$ cat src/rtl/led_code_scheduler.sv
// led_code_scheduler
//   Shares one status LED between NUM_REQ requesters. Each requester
//   reports a small numeric code as a burst of blinks. Requesters are
//   served round-robin; each burst is N blinks (PULSE_CYC on, PULSE_CYC
//   off) followed by a dark gap of GAP_CYC, then a one-cycle done pulse
//   goes back to the served requester.
//
// Ports
//   clk    in   rising-edge clock
//   rst    in   asynchronous reset, active-low
//   req    in   [NUM_REQ]            per-requester level request, held until grant
//   code   in   [NUM_REQ*CODE_WIDTH] requester i code at [i*CODE_WIDTH +: CODE_WIDTH]
//   abort  in   synchronous abort of the burst in progress
//   grant  out  [NUM_REQ] one-hot pulse: requester accepted, code latched
//   done   out  [NUM_REQ] one-hot pulse: served burst finished or aborted
//   busy   out  high in ON, OFF and GAP
//   led    out  LED drive, 1 = on
module led_code_scheduler #(
  parameter int CLK_FREQ_KHz = 50000,
  parameter int PULSE_MS     = 200,
  parameter int GAP_MS       = 1000,
  parameter int NUM_REQ      = 4,
  parameter int CODE_WIDTH   = 4
) (
  input  logic                           clk,
  input  logic                           rst,
  input  logic [NUM_REQ-1:0]             req,
  input  logic [NUM_REQ*CODE_WIDTH-1:0]  code,
  input  logic                           abort,
  output logic [NUM_REQ-1:0]             grant,
  output logic [NUM_REQ-1:0]             done,
  output logic                           busy,
  output logic                           led
);

  localparam int PULSE_CYC = CLK_FREQ_KHz * PULSE_MS;
  localparam int GAP_CYC   = CLK_FREQ_KHz * GAP_MS;
  localparam int MAX_CYC   = (PULSE_CYC > GAP_CYC) ? PULSE_CYC : GAP_CYC;
  localparam int CNT_W     = (MAX_CYC > 1) ? $clog2(MAX_CYC) : 1;
  localparam int IDX_W     = $clog2(NUM_REQ);

  typedef enum logic [1:0] {IDLE, ON, OFF, GAP} state_t;

  state_t                state, state_nxt;
  logic [CNT_W-1:0]      cnt, cnt_nxt;
  logic [CODE_WIDTH-1:0] rem, rem_nxt;
  logic [IDX_W-1:0]      owner, owner_nxt;
  logic [IDX_W-1:0]      last_grant, last_nxt;
  logic                  zero_pend, zero_pend_nxt;
  logic [NUM_REQ-1:0]    grant_nxt, done_nxt;
  logic                  busy_nxt, led_nxt;

  logic [CODE_WIDTH-1:0] code_arr [NUM_REQ];
  logic [IDX_W-1:0]      win, cand;
  logic                  found;
  int                    idx;
  logic [NUM_REQ-1:0]    oh_win, oh_owner;
  logic                  pulse_end, gap_end;

  always_comb begin
    for (int i = 0; i < NUM_REQ; i++) begin
      code_arr[i] = code[i*CODE_WIDTH +: CODE_WIDTH];
    end
  end

  // Round-robin search: first set req bit upward from last_grant+1, wrapping.
  always_comb begin
    found = 1'b0;
    win   = last_grant;
    idx   = 0;
    cand  = '0;
    for (int k = 1; k <= NUM_REQ; k++) begin
      idx = int'(last_grant) + k;
      if (idx >= NUM_REQ) idx = idx - NUM_REQ;
      cand = IDX_W'(idx);
      if (!found && req[cand]) begin
        found = 1'b1;
        win   = cand;
      end
    end
  end

  assign oh_win    = NUM_REQ'(1) << win;
  assign oh_owner  = NUM_REQ'(1) << owner;
  assign pulse_end = (cnt == CNT_W'(PULSE_CYC - 1));
  assign gap_end   = (cnt == CNT_W'(GAP_CYC - 1));

  always_comb begin
    state_nxt     = state;
    cnt_nxt       = cnt;
    rem_nxt       = rem;
    owner_nxt     = owner;
    last_nxt      = last_grant;
    zero_pend_nxt = 1'b0;
    grant_nxt     = '0;
    done_nxt      = '0;
    busy_nxt      = 1'b0;
    led_nxt       = 1'b0;

    if (abort && (state != IDLE)) begin
      // Abort wins over any phase end, so a coinciding gap end still yields one done.
      done_nxt  = oh_owner;
      state_nxt = IDLE;
      cnt_nxt   = '0;
      rem_nxt   = '0;
    end else begin
      case (state)
        IDLE: begin
          if (zero_pend) begin
            // Code 0: no blinks, just report completion one cycle after grant.
            done_nxt = oh_owner;
          end else if (found) begin
            grant_nxt = oh_win;
            owner_nxt = win;
            last_nxt  = win;
            rem_nxt   = code_arr[win];
            cnt_nxt   = '0;
            if (code_arr[win] != '0) begin
              state_nxt = ON;
              led_nxt   = 1'b1;
              busy_nxt  = 1'b1;
            end else begin
              zero_pend_nxt = 1'b1;
            end
          end
        end
        ON: begin
          busy_nxt = 1'b1;
          if (pulse_end) begin
            state_nxt = OFF;
            cnt_nxt   = '0;
          end else begin
            cnt_nxt = cnt + CNT_W'(1);
            led_nxt = 1'b1;
          end
        end
        OFF: begin
          busy_nxt = 1'b1;
          if (pulse_end) begin
            cnt_nxt = '0;
            rem_nxt = rem - CODE_WIDTH'(1);
            if (rem != CODE_WIDTH'(1)) begin
              state_nxt = ON;
              led_nxt   = 1'b1;
            end else begin
              state_nxt = GAP;
            end
          end else begin
            cnt_nxt = cnt + CNT_W'(1);
          end
        end
        GAP: begin
          if (gap_end) begin
            done_nxt  = oh_owner;
            state_nxt = IDLE;
            cnt_nxt   = '0;
          end else begin
            cnt_nxt  = cnt + CNT_W'(1);
            busy_nxt = 1'b1;
          end
        end
        default: state_nxt = IDLE;
      endcase
    end
  end

  always_ff @(posedge clk or negedge rst) begin
    if (!rst) begin
      state      <= IDLE;
      cnt        <= '0;
      rem        <= '0;
      owner      <= '0;
      last_grant <= IDX_W'(NUM_REQ - 1);
      zero_pend  <= 1'b0;
      grant      <= '0;
      done       <= '0;
      busy       <= 1'b0;
      led        <= 1'b0;
    end else begin
      state      <= state_nxt;
      cnt        <= cnt_nxt;
      rem        <= rem_nxt;
      owner      <= owner_nxt;
      last_grant <= last_nxt;
      zero_pend  <= zero_pend_nxt;
      grant      <= grant_nxt;
      done       <= done_nxt;
      busy       <= busy_nxt;
      led        <= led_nxt;
    end
  end

endmodule

$ cat config.mk
export PLATFORM = sky130hd
export DESIGN_NAME = led_code_scheduler
export DESIGN_NICKNAME = d
export VERILOG_FILES = /design/src/rtl/led_code_scheduler.sv
export SDC_FILE = /design/constraint.sdc
export NUM_CORES = 1
export LEC_CHECK = 0
export CAP_MARGIN = 10
export CORE_MARGIN = 5
export CORE_UTILIZATION = 35
export CTS_BUF_LIST = sky130_fd_sc_hd__clkbuf_4 sky130_fd_sc_hd__clkbuf_8
export CTS_CLUSTER_DIAMETER = 60
export DETAILED_ROUTE_END_ITERATION = 16
export PLACE_DENSITY = 0.63
export RECOVER_POWER = 50
export SLEW_MARGIN = 5
export SYNTH_ARGS = -nofsm -noshare
export SYNTH_HDL_FRONTEND = slang
export SYNTH_SLANG_ARGS = --single-unit
$ cat constraint.sdc
create_clock -name clk -period 3.1 [get_ports clk]
set_input_delay 0.31 -clock clk [delete_from_list [all_inputs] [get_ports clk]]
set_output_delay 0.31 -clock clk [all_outputs]
set_load 0.005 [all_outputs]
==> flow_metrics.tcl, run 1 <==
set metrics [dict create \
    status "finished clean" \
    max-cap-violations 0 \
    worstPathMaxFanout 16 \
    arrival_ps 3070 \
    synth_area_um2 2748 \
    gp_congestion 0.8184 \
    avgRoutedWirePerCell_um 15.24 \
    clock-skew-final_ps 10.42 \
    layout_common_cells "45 x dfrtp_1, 35 x nand2_1, 29 x o21ai_0" \
    synth_top_area_share_pct 40.98 \
    insertion_delay_ps 300 \
    fin_crit_ps 2895 \
    ioPinCount 33 \
    drive_gt1_share_pct 10.00 \
    placedCellCount 432 \
    postSynthCellCount 299 \
    synth_top_flop_cell "dfrtp_1" \
    setup_tns_ps 0 \
    synthArstFlopShare_pct 100.0 \
    min_path_type "reg -> reg" \
    drc_errors 0 \
    globalRouteOverflowTotal 0 \
    peakVddDrop_v 0.0003366 \
    required_ps 3280 \
    hold_path.startpoint "owner[0]" \
    cellPowerDensity_nw_per_um2 724.2 \
    start_util_pct 35.74 \
    cp-endpoint "cnt[22]" \
    max_slew_margin_pct 30.04 \
    synth.largest_area_cell "dfrtp_1" \
    drtAntennaViolNets 0 \
    grt.total_usage_pct 14.27 \
    synth_seq_cells 47 \
    leakage_nw 1.377 \
    dr.pass1.iters 5 \
    tightest_slew_ps 1047 \
    min_period_over_period_pct 93.39 \
    start_kind "register" \
    clock_sinks 47 \
    drtIter0Drc 141 \
    setup_viol 0 \
    crit_start "cnt[8]" \
    vias_per_cell 5.534 \
    die_y_um 98.60 \
    worstReg2RegStart "cnt[8]" \
    multiInputGateArea_um2 1494 \
    cts_buffers 5 \
    r2r_setup_slack_ps 200 \
    area_delta_synth_final_pct 22.09 \
    synthTopCellsByArea "dfrtp_1 41%, o21ai_0 5.5%, nand2_1 4.8%, o31ai_1 4.1%, ha_1 3.6%" \
    rows 32 \
    synth-warning-count 0 \
    fin_cells 442 \
    diodes 0 \
    cts_root_buffer "clkbuf_8" \
    synth-edff-count 0 \
    synth_nets 330 \
    avgSynthCellArea_um2 9.189 \
    grt_max_degree 48 \
    area.sequential_um2 1179 \
    grt_pass1_wl_um 11560 \
    reg2reg_depth 8 \
    ys_types 54 \
    fill_cells 777 \
    final.setup.worst_slack_ps 204.9 \
    cts_max_path_buffers 2 \
    antenna_found_initial 0 \
    finalMaxSlewViolations 0 \
    clk_pin_slew_worst_paths_ps 100 \
    grt_setup_unrepaired "no" \
    dp_hpwl_um 4893 \
    drt-total-wl_um 6736 \
    grt_pass1_vias 2411 \
    crit_type "reg -> reg" \
    vias 2446 \
    fmax_mhz 345.4 \
    finalHoldViolCount 0 \
    port_buffers 32 \
    nets 370 \
    cp-end-kind "register" \
    mostFrequentLayoutCell "dfrtp_1" \
    fp.coreArea_um2 7687 \
    fp.dieW_um 98.60 \
    die_area_um2 9722 \
    seq_area_frac_synth_pct 42.90 \
    r2r-end "cnt[22]" \
    cts_tree "done" \
    htreeDepth 2 \
    pre_cts_slack_ps 82.46 \
]
through the flow:
step	hold slack [ps]	total power [mW]	cell area [um^2]	utilization, %
5_1_grt	532.9	2.625	3354	43.64
6_report	502.6	2.429	3354	43.64
3_3_place_gp	473.2	1.949	3214	41.81
2_1_floorplan	14.41	1.614	2748	-
4_1_cts	244.8	2.440	3327	43.28
3_5_place_dp	494.4	1.974	3214	41.81
worst max-delay path, cell delays in order, from the launching register on:
cell and delay, ps:
dfrtp_1 450, or4_1 550, or4_4 560, o41ai_4 430, a211o_2 260, buf_6 180
a41oi_1 50, o21ai_0 170, o31ai_1 100
cell families (layout without fill, tap and decap cells):
kind of cell | Yosys count | in the layout | synth area share [%]
buffers and inverters | 20 | 61 | 2.960
adders and majority gates | 8 | 8 | 3.643
DFF | 47 | 47 | 42.90
muxes | 4 | 4 | 1.548
AOI/OAI and AO/OA | 91 | 91 | 23.18
and+or+nand+nor | 124 | 124 | 24.18
xor gates and xnor gates | 5 | 5 | 1.594
synth_stat cells, types with 3 or more instances:
| cell | number |
|---|---|
| o31ai_1 | 15 |
| inv_1 | 10 |
| o21a_1 | 5 |
| nand3_1 | 15 |
| xor2_1 | 3 |
| and2_1 | 3 |
| nand2b_1 | 10 |
| a32oi_1 | 4 |
| nor3_1 | 4 |
| and3_1 | 5 |
| a31oi_1 | 3 |
| nor2_1 | 18 |
| a22oi_1 | 3 |
| nor2b_1 | 8 |
| clkbuf_1 | 4 |
| dfrtp_1 | 45 |
| a21oi_1 | 11 |
| ha_1 | 8 |
| buf_2 | 5 |
| or4_1 | 3 |
| nand2_1 | 35 |
| nand4_1 | 6 |
| o21ai_0 | 30 |
| nor4_1 | 5 |
how the worst min path moves through the flow:
stage	end	slack [ps]	cells after the start
after CTS	led	240	1
after floorplan	busy	10	0
after detailed placement	done[0]	490	1
after global placement	done[2]	470	1
final	done[2]	500	1
after global routing	done[0]	530	1
layout make-up:
class / count / share of cell area [%]
timing repair buffer: 43 / 12.05
clock inverter: 3 / 1.305
clock buffer: 5 / 2.051
multi-input combinational: 232 / 44.54
sequential: 47 / 35.14
inverter: 10 / 1.119
tap: 102 / 3.805
registers in the layout, summed over array words and instances, names as in the netlist:
signal      count
zero_pend       1
led             1
last_grant      2
owner           2
grant           4
state           2
busy            1
done            4
cnt            26
rem             4
report_power, final:
group          internal [mW]  total (mW)  switching [mW]
Sequential             0.744       0.851           0.107
Clock                  0.240       0.459           0.219
Combinational          0.508        1.12           0.610
Total                   1.49        2.43           0.937
what timing repair did:
action                                  in CTS  in global routing
endpoints found under the setup margin       0                  4
hold buffers                                 0                  1
setup buffers                                0                  0
resized for setup                            0                  4
endpoints found under the hold margin        0                 11
layer usage:
metal | track usage [%] | share of wire [%]
met1 | 19.48 | 46
met2 | 23.04 | 48
met3 | 3.397 | 4.9
met4 | 3.256 | 1.1
met5 | 0 | 0
Note: power is estimated with default switching activity, not from simulation.
==> inputs of run 2 (changes only) <==
Settings changed: MAX_ROUTING_LAYER from default to met4.
==> run 2 against run 1 <==
Against the previous run: design area down 0.22%; routed wire length fell by 0.24%; critical path depth unchanged; sequential share of layout area rose by 0.079 points; power down 0.27%; register-to-register slack barely moved; fmax rose by 0.11%; clock skew about the same; final cell count unchanged; worst setup slack gained 3.3 ps; global-route usage up 0.44 points; utilization is 0.098 points lower; critical endpoint is now cnt[3]; largest cell class unchanged.
==> flow_metrics.tcl, run 2 (synthesis results as in run 1) <==
set metrics [dict create \
    gp_congestion 0.8307 \
    start_kind "register" \
    max_slew_margin_pct 29.60 \
    fin_crit_ps 2892 \
    setup_viol 0 \
    cp-end-kind "register" \
    cellPowerDensity_nw_per_um2 723.9 \
    cts_root_buffer "clkbuf_8" \
    mostFrequentLayoutCell "dfrtp_1" \
    antenna_found_initial 0 \
    htreeDepth 2 \
    clk_pin_slew_worst_paths_ps 100 \
    drt-total-wl_um 6720 \
    insertion_delay_ps 300 \
    cts_buffers 5 \
    fin_cells 442 \
    required_ps 3290 \
    cts_tree "done" \
    tightest_slew_ps 1054 \
    start_util_pct 35.74 \
    port_buffers 32 \
    globalRouteOverflowTotal 0 \
    timing.hold.ws_ps 502.0 \
    leakage_nw 1.374 \
    placedCellCount 432 \
    clock-skew-final_ps 10.31 \
    vias_per_cell 5.523 \
    avgRoutedWirePerCell_um 15.20 \
    diodes 0 \
    drive_gt1_share_pct 10.00 \
    rows 32 \
    arrival_ps 3080 \
    status "finished clean" \
    fp.dieW_um 98.60 \
    finalHoldViolCount 0 \
    grt_setup_unrepaired "no" \
    cts_max_path_buffers 2 \
    fmax_mhz 345.8 \
    grt.total_usage_pct 14.71 \
    layout_common_cells "45 x dfrtp_1, 35 x nand2_1, 29 x o21ai_0" \
    finalMaxSlewViolations 0 \
    drc_errors 0 \
    grt_max_degree 48 \
    dr.pass1.iters 4 \
    ioPinCount 33 \
    min_path_type "reg -> reg" \
    postCtsSetupRepairBufs 0 \
    largest-register "cnt" \
    grt_pass1_vias 2413 \
    dp_hpwl_um 4893 \
    setup_tns_ps 0 \
    worstPathMaxFanout 21 \
    max-cap-violations 0 \
    die_area_um2 9722 \
    crit_type "reg -> reg" \
    vias 2441 \
    area_delta_synth_final_pct 21.81 \
    nets 370 \
    peakVddDrop_v 0.0003377 \
    drtIter0Drc 127 \
    die_y_um 98.60 \
    grt_pass1_wl_um 11580 \
    fp.coreArea_um2 7687 \
    min_period_over_period_pct 93.28 \
    largest_register_ffs 26 \
    clock_sinks 47 \
    drtAntennaViolNets 0 \
]
==> run 2: final timing paths <==
kind                               start        to  slack (ps)  cells after the start
worst min-delay path            owner[0]   done[2]         500                      1
worst max register to register    cnt[8]    cnt[3]         210                      8
worst min register to register  owner[0]   done[2]         500                      1
worst max-delay path              cnt[8]    cnt[3]         210                      8
min in group asynchronous            rst   cnt[20]         530                      2
max in group asynchronous            rst  state[0]        1260                      3
==> run 2: layer usage <==
metal	share of wire (%)	global-route usage, %	up-vias
li1	-	-	1191
met1	48	19.92	1189
met2	48	22.93	55
met3	3.7	2.902	6
met4	0.88	3.256	0
met5	0	-	-
==> run 2: worst max-delay path, stage by stage (launching register included) <==
cell     delay (ps)
dfrtp_1         450
or4_1           550
or4_4           560
o41ai_1         400
a211o_2         250
buf_4           240
nor2b_1          70
o21ai_0         160
o31ai_1          90
==> run 2: power by group <==
part           total (mW)  switching, mW  internal [mW]
logic                1.11          0.608          0.501
registers           0.853          0.109          0.744
clock network       0.461          0.220          0.241
total                2.42          0.938           1.49
==> run 2: metrics by stage <==
stage / total power [mW] / setup slack [ps] / utilization (%) / instance area [um^2]
6_report: 2.423 / 208.2 / 43.54 / 3347
5_1_grt: 2.615 / 6.188 / 43.54 / 3347
4_1_cts: 2.440 / 172.8 / 43.28 / 3327
3_5_place_dp: 1.974 / 82.46 / 41.81 / 3214
3_3_place_gp: 1.949 / 186.0 / 41.81 / 3214
2_1_floorplan: 1.614 / 452.6 / - / 2748
==> run 2: final cells by class <==
cell class	count	area, um^2
fillers	779	4340
clock inverters	3	43.79
multi-input cells	232	1494
inverters	10	37.54
repair buffers	43	396.6
clock buffers	5	68.82
well taps	102	127.6
flip-flops and latches	47	1179
==> run 2: timing repair <==
item                                    CTS  global route
gates resized for setup                   0             2
endpoints found under the setup margin    0             4
hold endpoints to repair                  0            10
hold buffers                              0             1
